File: src/rtl/fft_iter_addr_gen.sv
// rtl/fft_iter_addr_gen.sv - radix-2 DIT FFT butterfly address / twiddle-index generator
// Optional output register stage: define FFT_ADDR_OUT_REG_EN.
module fft_iter_addr_gen #(
   parameter int LAYERS      = 5,
   parameter int BUTTERFLYES = 16,
   parameter int LayWL       = 3,
   parameter int ButtWL      = 4,
   parameter int AddrWL      = 5
) (
   input  logic              CLK,
   input  logic              RST,
   input  logic              EN,
   input  logic              ADDR_RST,
   input  logic              ADDR_EN,
   input  logic              LAY_EN,
   output logic [AddrWL-1:0] ADDR_A,
   output logic [AddrWL-1:0] ADDR_B,
   output logic [ButtWL-1:0] TW_ADDR,
   output logic [LayWL-1:0]  LAYER,
   output logic              SEQ_ERR
);

   logic [ButtWL-1:0] b_q, b_d;
   logic [LayWL-1:0]  l_q, l_d;
   logic              err_q, err_d;
   logic              adv, lay;

   logic [AddrWL-1:0] span, low_mask, b_ext;
   logic [AddrWL-1:0] addr_a_c, addr_b_c;
   logic [ButtWL-1:0] tw_c;

   assign adv = EN & ADDR_EN;
   assign lay = EN & LAY_EN;

   always_comb begin
      b_d   = b_q;
      l_d   = l_q;
      err_d = err_q;
      if (ADDR_RST) begin
         b_d   = '0;
         l_d   = '0;
         err_d = 1'b0;
      end else begin
         if (adv)
            b_d = (b_q == ButtWL'(BUTTERFLYES-1)) ? '0 : b_q + 1'b1;
         if (lay) begin
            l_d = (l_q == LayWL'(LAYERS-1)) ? '0 : l_q + 1'b1;
            // a layer step must coincide with the final butterfly's advance
            if (!adv || b_q != ButtWL'(BUTTERFLYES-1))
               err_d = 1'b1;
         end
      end
   end

   always_ff @(posedge CLK) begin
      if (RST) begin
         b_q   <= '0;
         l_q   <= '0;
         err_q <= 1'b0;
      end else begin
         b_q   <= b_d;
         l_q   <= l_d;
         err_q <= err_d;
      end
   end

   // A is b with a zero inserted at bit l; B sets that bit. Unreachable layers drive 0.
   always_comb begin
      span     = '0;
      low_mask = '0;
      b_ext    = {1'b0, b_q};
      addr_a_c = '0;
      addr_b_c = '0;
      tw_c     = '0;
      if (32'(l_q) < LAYERS) begin
         span     = AddrWL'(1) << l_q;
         low_mask = span - 1'b1;
         addr_a_c = (((b_ext >> l_q) << l_q) << 1) | (b_ext & low_mask);
         addr_b_c = addr_a_c | span;
         tw_c     = ButtWL'((b_ext & low_mask) << (LayWL'(LAYERS-1) - l_q));
      end
   end

`ifdef FFT_ADDR_OUT_REG_EN
   logic [AddrWL-1:0] addr_a_q, addr_b_q;
   logic [ButtWL-1:0] tw_q;
   logic [LayWL-1:0]  layer_q;

   always_ff @(posedge CLK) begin
      if (RST || ADDR_RST) begin
         addr_a_q <= '0;
         addr_b_q <= '0;
         tw_q     <= '0;
         layer_q  <= '0;
      end else begin
         addr_a_q <= addr_a_c;
         addr_b_q <= addr_b_c;
         tw_q     <= tw_c;
         layer_q  <= l_q;
      end
   end

   assign ADDR_A  = addr_a_q;
   assign ADDR_B  = addr_b_q;
   assign TW_ADDR = tw_q;
   assign LAYER   = layer_q;
`else
   assign ADDR_A  = addr_a_c;
   assign ADDR_B  = addr_b_c;
   assign TW_ADDR = tw_c;
   assign LAYER   = l_q;
`endif

   assign SEQ_ERR = err_q;

endmodule

File: config.mk
export PLATFORM = sky130hd
export DESIGN_NAME = fft_iter_addr_gen
export DESIGN_NICKNAME = d
export VERILOG_FILES = /design/src/rtl/fft_iter_addr_gen.sv
export SDC_FILE = /design/constraint.sdc
export NUM_CORES = 1
export LEC_CHECK = 0
export BUFFER_PORTS_ARGS = -buffer_cell sky130_fd_sc_hd__buf_4
export CAP_MARGIN = 0
export CELL_PAD_IN_SITES_DETAIL_PLACEMENT = 1
export CELL_PAD_IN_SITES_GLOBAL_PLACEMENT = 1
export CORE_UTILIZATION = 35
export DETAILED_ROUTE_END_ITERATION = 10
export HOLD_SLACK_MARGIN = 0.08
export PLACE_DENSITY = 0.8
export SETUP_SLACK_MARGIN = 0.5
export SLEW_MARGIN = 20
export SYNTH_ARGS = -nofsm -noshare
export SYNTH_HDL_FRONTEND = slang
export SYNTH_SLANG_ARGS = --single-unit
File: constraint.sdc
create_clock -name CLK -period 3.1 [get_ports CLK]
set_input_delay 0.62 -clock CLK [delete_from_list [all_inputs] [get_ports CLK]]
set_output_delay 0.62 -clock CLK [all_outputs]
set_load 0.005 [all_outputs]
==> summary.md, run 1 <==
| Metric | Value |
|---|---|
| CTS tree | `yes` |
| Average wire per standard cell | `between 15 and 20 µm` |
| RSZ-0062 raised after global routing | `true` |
| Status | `completed` |
| Part of the power in registers | `0.444` |
| Net switching fraction of the power | `0.266` |
| Row count | `16` |
| Normalized max-slew margin | `0.711` |
| Total Wirelength | `2840 µm` |
| Synth Cell Area | `792 µm²` |
| Actual slew at the worst max-slew pin | `430 ps` |
| Nets | `156` |
| Clock Latency Late Sink | `about 260 ps` |
| Max stage delay on crit path | `roughly 360 ps` |
| Antenna cells | `0` |
| RePlAce Congestion | `approximately 0.91` |
| Final Critical Period | `~2600 ps` |
| I/O Pins | `24` |
| Post-Place Worst Slack | `180 ps` |
| Slowest-stage cell, CP | `dfxtp_4` |
| Core Footprint | `roughly 0.0020 mm²` |
| Yosys cell types | `39` |
| CP Max Fanout | `5` |
| WHS Path Cells | `2` |
| FF-to-FF path depth | `6` |
| Post-synth EDFFs | `0` |
| Layout cell share with drive strength beyond 1 | `0.489` |
| F_max | `386 MHz` |
| FF-to-FF setup slack | `around 1700 ps` |
| DP HPWL | `1870 µm` |
| Worst Hold End | `SEQ_ERR$_SDFFE_PP0P_` |
| Worst reg2reg path endpoint | `LAYER[2]$_SDFFE_PP0P_` |
| Max VDD drop | `between 0.2 and 0.25 mV` |
| Cell taking the most area after synthesis | `dfxtp_1` |
| Synth area leaders | `dfxtp_1, ha_1, a21oi_1, nor2_1, nand2_1` |
| Max Cap Viol | `0` |
| Drt first-iter violations | `10` |
| Max Root-Sink Buffers | `2` |
| GR Layer Usage met3 | `0.0401` |
| Global route hottest layer | `met2` |
| Net Count, Synth | `~120` |
| Clock network power share | `0.333` |
| Hold Worst Slack | `486 ps` |
| Critical Path, Cell by Cell | `inv_4 -> ha_4 -> ha_4 -> inv_4 -> ha_4 -> nand2b_4 -> nor2_2 -> a21oi_1 -> a221oi_2 -> buf_4` |
| Post-synthesis sequential area ratio | `0.202` |
| Final ANT Viol Nets | `0` |
| Total Routing Usage GR | `0.245` |
| Port Buf Inserts | `23` |
| Final setup fails | `0` |
| H-tree Lvls | `1` |
| Top_reg_cell synth | `dfxtp_1` |
| Crit Path Class | `flip-flop to output pin` |
| Final Hold Violating Endpoints | `0` |
| CP Capture Type | `output pin` |
| Grt met1 use | `0.274` |
| Worst clock skew | `roughly 4.5 ps` |
| DR vias | `about 930` |
| Logic gate share of total power | `0.223` |
| Die Y | `49.6 µm` |
| CP arrival | `1970 ps` |
| Type of the tightest min-delay check | `flip-flop to flip-flop` |
| Root Buffer | `clkbuf_4` |
| Synth async-reset ratio | `0` |
| Clk sink count | `8` |
| GRT overflow | `0` |
| Die area | `between 0.002 and 0.0025 mm²` |
| Area Overhead vs Synth | `55.9%` |
| Inserted Clock Buffers | `3` |
| CTS clk-pin slew, worst paths | `~50 ps` |
| P_int | `between 150 and 200 µW` |
| Hold_sp | `SEQ_ERR$_SDFFE_PP0P_` |
| Multi-input gate area | `~710 µm²` |
| Yosys warnings | `0` |
| Synth top area share | `0.202` |
| Synthesized flop and latch total | `8` |
| Most frequent CP cell | `ha_4` |
| CP Buf/Inv Count | `3` |
| Fillers | `~260` |
| Worst R2R Start | `LAYER[1]$_SDFFE_PP0P_` |
| Hold-fix buffers at CTS | `0` |
| Cell count after synthesis | `between 100 and 150` |
| Crit share post-route | `0.836` |
| Commonest cells in the netlist | `nor2_1, a21oi_1, ha_1, nand2_1, dfxtp_1` |
| Setup TNS Final | `0 ps` |
| PD cells | `194 mW/mm²` |
| Initial antenna violation count | `0` |
| Mean Syn Cell Area | `between 7 and 8 µm²` |
| Startpoint Class | `flip-flop` |
| FF/Latch Area | `165 µm²` |
| Leakage | `between 0.0004 and 0.0005 µW` |
| Family with the most delay on the worst path | `adder cells` |
| First-pass GRT wire length | `between 4000 and 5000 µm` |
| Met2 Use GR | `0.437` |
| DRC Markers | `0` |
| Power Total | `roughly 240 µW` |
| Switching power | `63.8 µW` |
| Final worst setup slack | `slightly above 500 ps` |
| Largest net degree at the start of global routing | `14` |
| First-pass DRT Iterations | `4` |
| Horiz. Die Dim | `~50 µm` |
| Vias per cell | `about 5.6` |
| Starting Density | `0.388` |
| Required time of the critical path | `about 2500 ps` |
| Max Slew Vio Count | `0` |
| Vias in the first global route | `994` |
| Cell with the most instances after synthesis | `nor2_1` |
per-stage QoR:
step / instance area, µm² / instances / util
after global placement: 992 / 152 / 0.486
final: 1230 / 166 / 0.605
after floorplan: 802 / 104 / -
after detailed placement: 992 / 152 / 0.486
after CTS: 1190 / 164 / 0.583
after global routing: 1230 / 166 / 0.605
area by class of cell:
type                       count  share of cell area
clock buffer                   3              0.0182
timing repair buffer          36               0.225
inverter                       4              0.0182
multi-input combinational     88               0.578
tap                           27              0.0274
sequential                     8               0.134
flip-flops by register name, summed over array words and instances (netlist names):
signal	count
LAYER	3
b_q	4
SEQ_ERR	1
layer usage:
| layer | part of all wire | vias up |
|---|---|---|
| met1 | 0.44 | 454 |
| li1 | - | 449 |
| met3 | 0.025 | 5 |
| met2 | 0.53 | 20 |
| met5 | 0 | - |
| met4 | 0.014 | 0 |
cell usage in the layout, fill, tap and decap left out, drive strengths merged, types with 3 or more instances in the layout:
| cell | synthesis | layout |
|---|---|---|
| a21oi | 13 | 13 |
| ha | 9 | 9 |
| o21ai | 5 | 5 |
| nor2 | 16 | 16 |
| nand2 | 9 | 9 |
| buf | 3 | 36 |
| dfxtp | 8 | 8 |
| clkbuf | 1 | 3 |
| nand3 | 3 | 3 |
| inv | 4 | 4 |
| nor3 | 4 | 4 |
worst reg2reg max path, cell delays in order (launching register included):
cell and delay [ps]:
dfxtp_2 350, buf_4 190, ha_1 170, ha_2 260
nor3_1 210, a21oi_1 60, nor2_1 90
worst max-delay path by stage:
stage | startpoint | to | slack, ps | cells past startpoint
after global placement | LAYER[0]$_SDFFE_PP0P_ | TW_ADDR[3] | 310 | 10
after CTS | LAYER[0]$_SDFFE_PP0P_ | TW_ADDR[2] | 490 | 10
final | LAYER[0]$_SDFFE_PP0P_ | TW_ADDR[3] | 510 | 10
after floorplan | LAYER[0]$_SDFFE_PP0P_ | TW_ADDR[3] | 510 | 10
after global routing | LAYER[0]$_SDFFE_PP0P_ | TW_ADDR[3] | 440 | 9
after detailed placement | LAYER[0]$_SDFFE_PP0P_ | TW_ADDR[2] | 180 | 10
power groups by stage:
stage	clock [µW]	combinational (µW)	sequential [µW]
global route	92.1	58.1	106
floorplan	0	22.9	108
detailed placement	0	36.3	110
global placement	0	34.8	110
finish	79.8	53.4	106
CTS	83.4	49.5	106
logic make-up after synthesis:
kind of cell | Yosys count | synth area share
DFF | 8 | 0.202
xor gates and xnor gates | 1 | 0.0111
AOI/OAI and AO/OA | 33 | 0.299
adders and majority gates | 9 | 0.142
and+or+nand+nor | 45 | 0.295
buffers and inverters | 8 | 0.0505
what timing repair did:
item	4_1_cts	5_1_grt
endpoints found under the hold margin	0	0
buffers inserted	9	2
resized for setup	24	7
endpoints found under the setup margin	9	5
pin swaps	5	4
Power figures use the tool's default switching activity.
==> run 2: changes to the inputs <==
--- a/config.mk
+++ b/config.mk
@@ -5,11 +5,12 @@
 export SDC_FILE = /design/constraint.sdc
 export NUM_CORES = 1
 export LEC_CHECK = 0
+export ABC_AREA = 1
 export BUFFER_PORTS_ARGS = -buffer_cell sky130_fd_sc_hd__buf_4
 export CAP_MARGIN = 0
 export CELL_PAD_IN_SITES_DETAIL_PLACEMENT = 1
 export CELL_PAD_IN_SITES_GLOBAL_PLACEMENT = 1
-export CORE_UTILIZATION = 35
+export CORE_UTILIZATION = 34
 export DETAILED_ROUTE_END_ITERATION = 10
 export HOLD_SLACK_MARGIN = 0.08
 export PLACE_DENSITY = 0.8
==> constraint.sdc (replaced) <==
create_clock -name CLK -period 2.6 [get_ports CLK]
set_input_delay 0.52 -clock CLK [delete_from_list [all_inputs] [get_ports CLK]]
set_output_delay 0.52 -clock CLK [all_outputs]
set_load 0.005 [all_outputs]
==> summary.md, run 2 <==
| Metric | Value |
|---|---|
| Status | `completed` |
| Average wire per standard cell | `~15 µm` |
| Cell taking the most area after synthesis | `dfxtp_1` |
| RSZ-0062 raised after global routing | `true` |
| Synth async-reset ratio | `0` |
| P_int | `approximately 240 µW` |
| Final Critical Period | `~2300 ps` |
| Largest net degree at the start of global routing | `11` |
| Hold_sp | `SEQ_ERR$_SDFFE_PP0P_` |
| Startpoint Class | `flip-flop` |
| Max Slew Vio Count | `0` |
| Highest Signal Layer | `met4` |
| Wire length on met3 | `~70 µm` |
| Fillers | `approximately 320` |
| Nets | `roughly 190` |
| Worst clock skew | `0.986 ps` |
| Top_reg_cell synth | `dfxtp_1` |
| Vias per cell | `between 5 and 6` |
| I/O Pins | `24` |
| Max Cap Viol | `0` |
| Part of the power in registers | `0.367` |
| Switching power | `approximately 120 µW` |
| Post-synthesis sequential area ratio | `0.192` |
| Inserted Clock Buffers | `3` |
| CTS tree | `yes` |
| Post-synth EDFFs | `0` |
| Row count | `17` |
| Total Wirelength | `between 2000 and 3000 µm` |
| CP Capture Point | `TW_ADDR[2]` |
| Die area | `between 0.002 and 0.003 mm²` |
| Compound-gate portion of the synthesized area | `0.141` |
| Net Count, Synth | `between 100 and 150` |
| Most frequent cells in the layout | `nand2_1, buf_4, inv_1` |
| GRT overflow | `0` |
| Type of the tightest min-delay check | `flip-flop to flip-flop` |
| Synth Area in XOR/XNOR | `0` |
| Most flop-heavy register | `b_q` |
| Yosys cell types | `24` |
| Final ANT Viol Nets | `0` |
| Logic gate share of total power | `0.348` |
| Leakage | `between 0.0006 and 0.0007 µW` |
| Yosys warnings | `0` |
| CTS clk-pin slew, worst paths | `60 ps` |
| Power Total | `approximately 350 µW` |
| Actual slew at the worst max-slew pin | `around 360 ps` |
| Horiz. Die Dim | `around 52 µm` |
| Placed cell count | `approximately 180` |
| Clock Latency Late Sink | `260 ps` |
| DRC Markers | `0` |
| Normalized max-slew margin | `0.760` |
| Antenna cells | `0` |
| Post-Synth Adder-Cell Area | `0.135` |
| CP Capture Type | `output pin` |
| Max reg flops | `4` |
| Cell with the most instances after synthesis | `nand2_1` |
| Mean Syn Cell Area | `a little over 6 µm²` |
| Area Overhead vs Synth | `51.4%` |
| Starting Density | `0.370` |
| Cell count after synthesis | `approximately 130` |
| Post-synthesis mux area share | `0` |
| FF-to-FF setup slack | `1220 ps` |
| Commonest cells in the netlist | `nand2_1, inv_1` |
| RePlAce Congestion | `roughly 0.76` |
| Setup TNS Final | `0 ps` |
| Crit path from | `LAYER[0]$_SDFFE_PP0P_` |
| Core Footprint | `~0.0023 mm²` |
| Max Root-Sink Buffers | `2` |
| Routed wl met2 | `between 1500 and 2000 µm` |
| Port Buf Inserts | `23` |
| Drt first-iter violations | `5` |
| First-pass GRT wire length | `4980 µm` |
| Crit share post-route | `0.889` |
| DP HPWL | `roughly 2100 µm` |
| Vias in the first global route | `around 1.1k` |
| Worst reg2reg path endpoint | `LAYER[2]$_SDFFE_PP0P_` |
| Die Y | `51.5 µm` |
| Synth Cell Area | `about 830 µm²` |
| Net switching fraction of the power | `0.332` |
| Final Util | `0.559` |
| Initial antenna violation count | `0` |
| H-tree Lvls | `1` |
| Crit Path Class | `flip-flop to output pin` |
| CP Max Fanout | `4` |
| Final setup fails | `0` |
| Post-Synth Simple-Gate Area | `0.401` |
| PD cells | `about 280 mW/mm²` |
| Largest family of logic cells by synthesized area | `simple AND/OR/NAND/NOR gates` |
| Clock network power share | `0.285` |
| Max VDD drop | `0.239 mV` |
| Worst R2R Start | `LAYER[0]$_SDFFE_PP0P_` |
| Synthesized flop and latch total | `8` |
| DR vias | `1027` |
| Synth top area share | `0.192` |
| Root Buffer | `clkbuf_4` |
| Non-filler cells in the finished layout | `slightly below 200` |
| Layout cell share with drive strength beyond 1 | `0.423` |
| Synth area leaders | `dfxtp_1, nand2_1, ha_1, inv_1, nand3_1` |
| F_max | `between 400 and 500 MHz` |
| Total Routing Usage GR | `0.256` |
| Required time of the critical path | `around 2100 ps` |
| Wl on met1 | `around 1200 µm` |
| Clk sink count | `8` |
| Final Hold Violating Endpoints | `0` |
| FF-to-FF path depth | `6` |
| CP arrival | `between 1500 and 2000 ps` |
| First-pass DRT Iterations | `2` |
-- run 2: what timing repair did --
item,4_1_cts,5_1_grt
pin swaps,8,4
resized for setup,22,8
setup buffers,10,0
hold buffers,0,0
endpoints found under the setup margin,12,12
-- run 2: how the worst min path moves through the flow --
stage | cells after the start | to
after floorplan | 2 | SEQ_ERR$_SDFFE_PP0P_
after global placement | 2 | SEQ_ERR$_SDFFE_PP0P_
after detailed placement | 2 | SEQ_ERR$_SDFFE_PP0P_
after CTS | 2 | SEQ_ERR$_SDFFE_PP0P_
after global routing | 2 | SEQ_ERR$_SDFFE_PP0P_
final | 2 | SEQ_ERR$_SDFFE_PP0P_
-- run 2: cell families (layout without fill, tap and decap cells) --
kind of cell	Yosys count	count (layout)
AND/OR/NAND/NOR	71	71
adder cells (fa/ha/maj)	9	9
AO/OA/AOI/OAI	22	22
flip-flops	8	8
buffers and inverters	24	58
-- run 2: power groups by stage --
stage	logic, µW	registers, µW	clock network [µW]
6_report	123	130	101
5_1_grt	135	130	106
4_1_cts	118	129	106
3_5_place_dp	101	134	0
3_3_place_gp	97.6	134	0
2_1_floorplan	64.9	132	0
-- run 2: layer usage --
layer	vias to the layer above	track usage
met5	-	0
met4	0	0.153
met3	11	0.0146
met2	23	0.498
met1	485	0.264
li1	508	-
-- run 2: critical path, cell delays in order (launching register included) --
cell	delay, ps
dfxtp_4	390
buf_6	130
ha_4	140
nand2_2	80
ha_4	180
nand3_2	90
nand3_2	90
nand2_1	90
o21ai_1	60
a21oi_1	140
buf_4	120
-- run 2: layout make-up --
cell class | count | area (µm²) | area share
inverter | 21 | 96.3 | 0.0764
clock buffer | 3 | 22.5 | 0.0179
timing repair buffer | 34 | 267 | 0.211
tap | 28 | 35.0 | 0.0278
sequential | 8 | 169 | 0.134
multi-input combinational | 102 | 672 | 0.533
-- run 2: metrics by stage --
step / instance area [µm²] / hold WS (ps) / setup slack [ps]
6_report: 1260 / 488 / 288
5_1_grt: 1260 / 563 / 189
4_1_cts: 1240 / 497 / 284
3_5_place_dp: 1080 / 472 / 218
3_3_place_gp: 1080 / 450 / 313
2_1_floorplan: 890 / 452 / 456
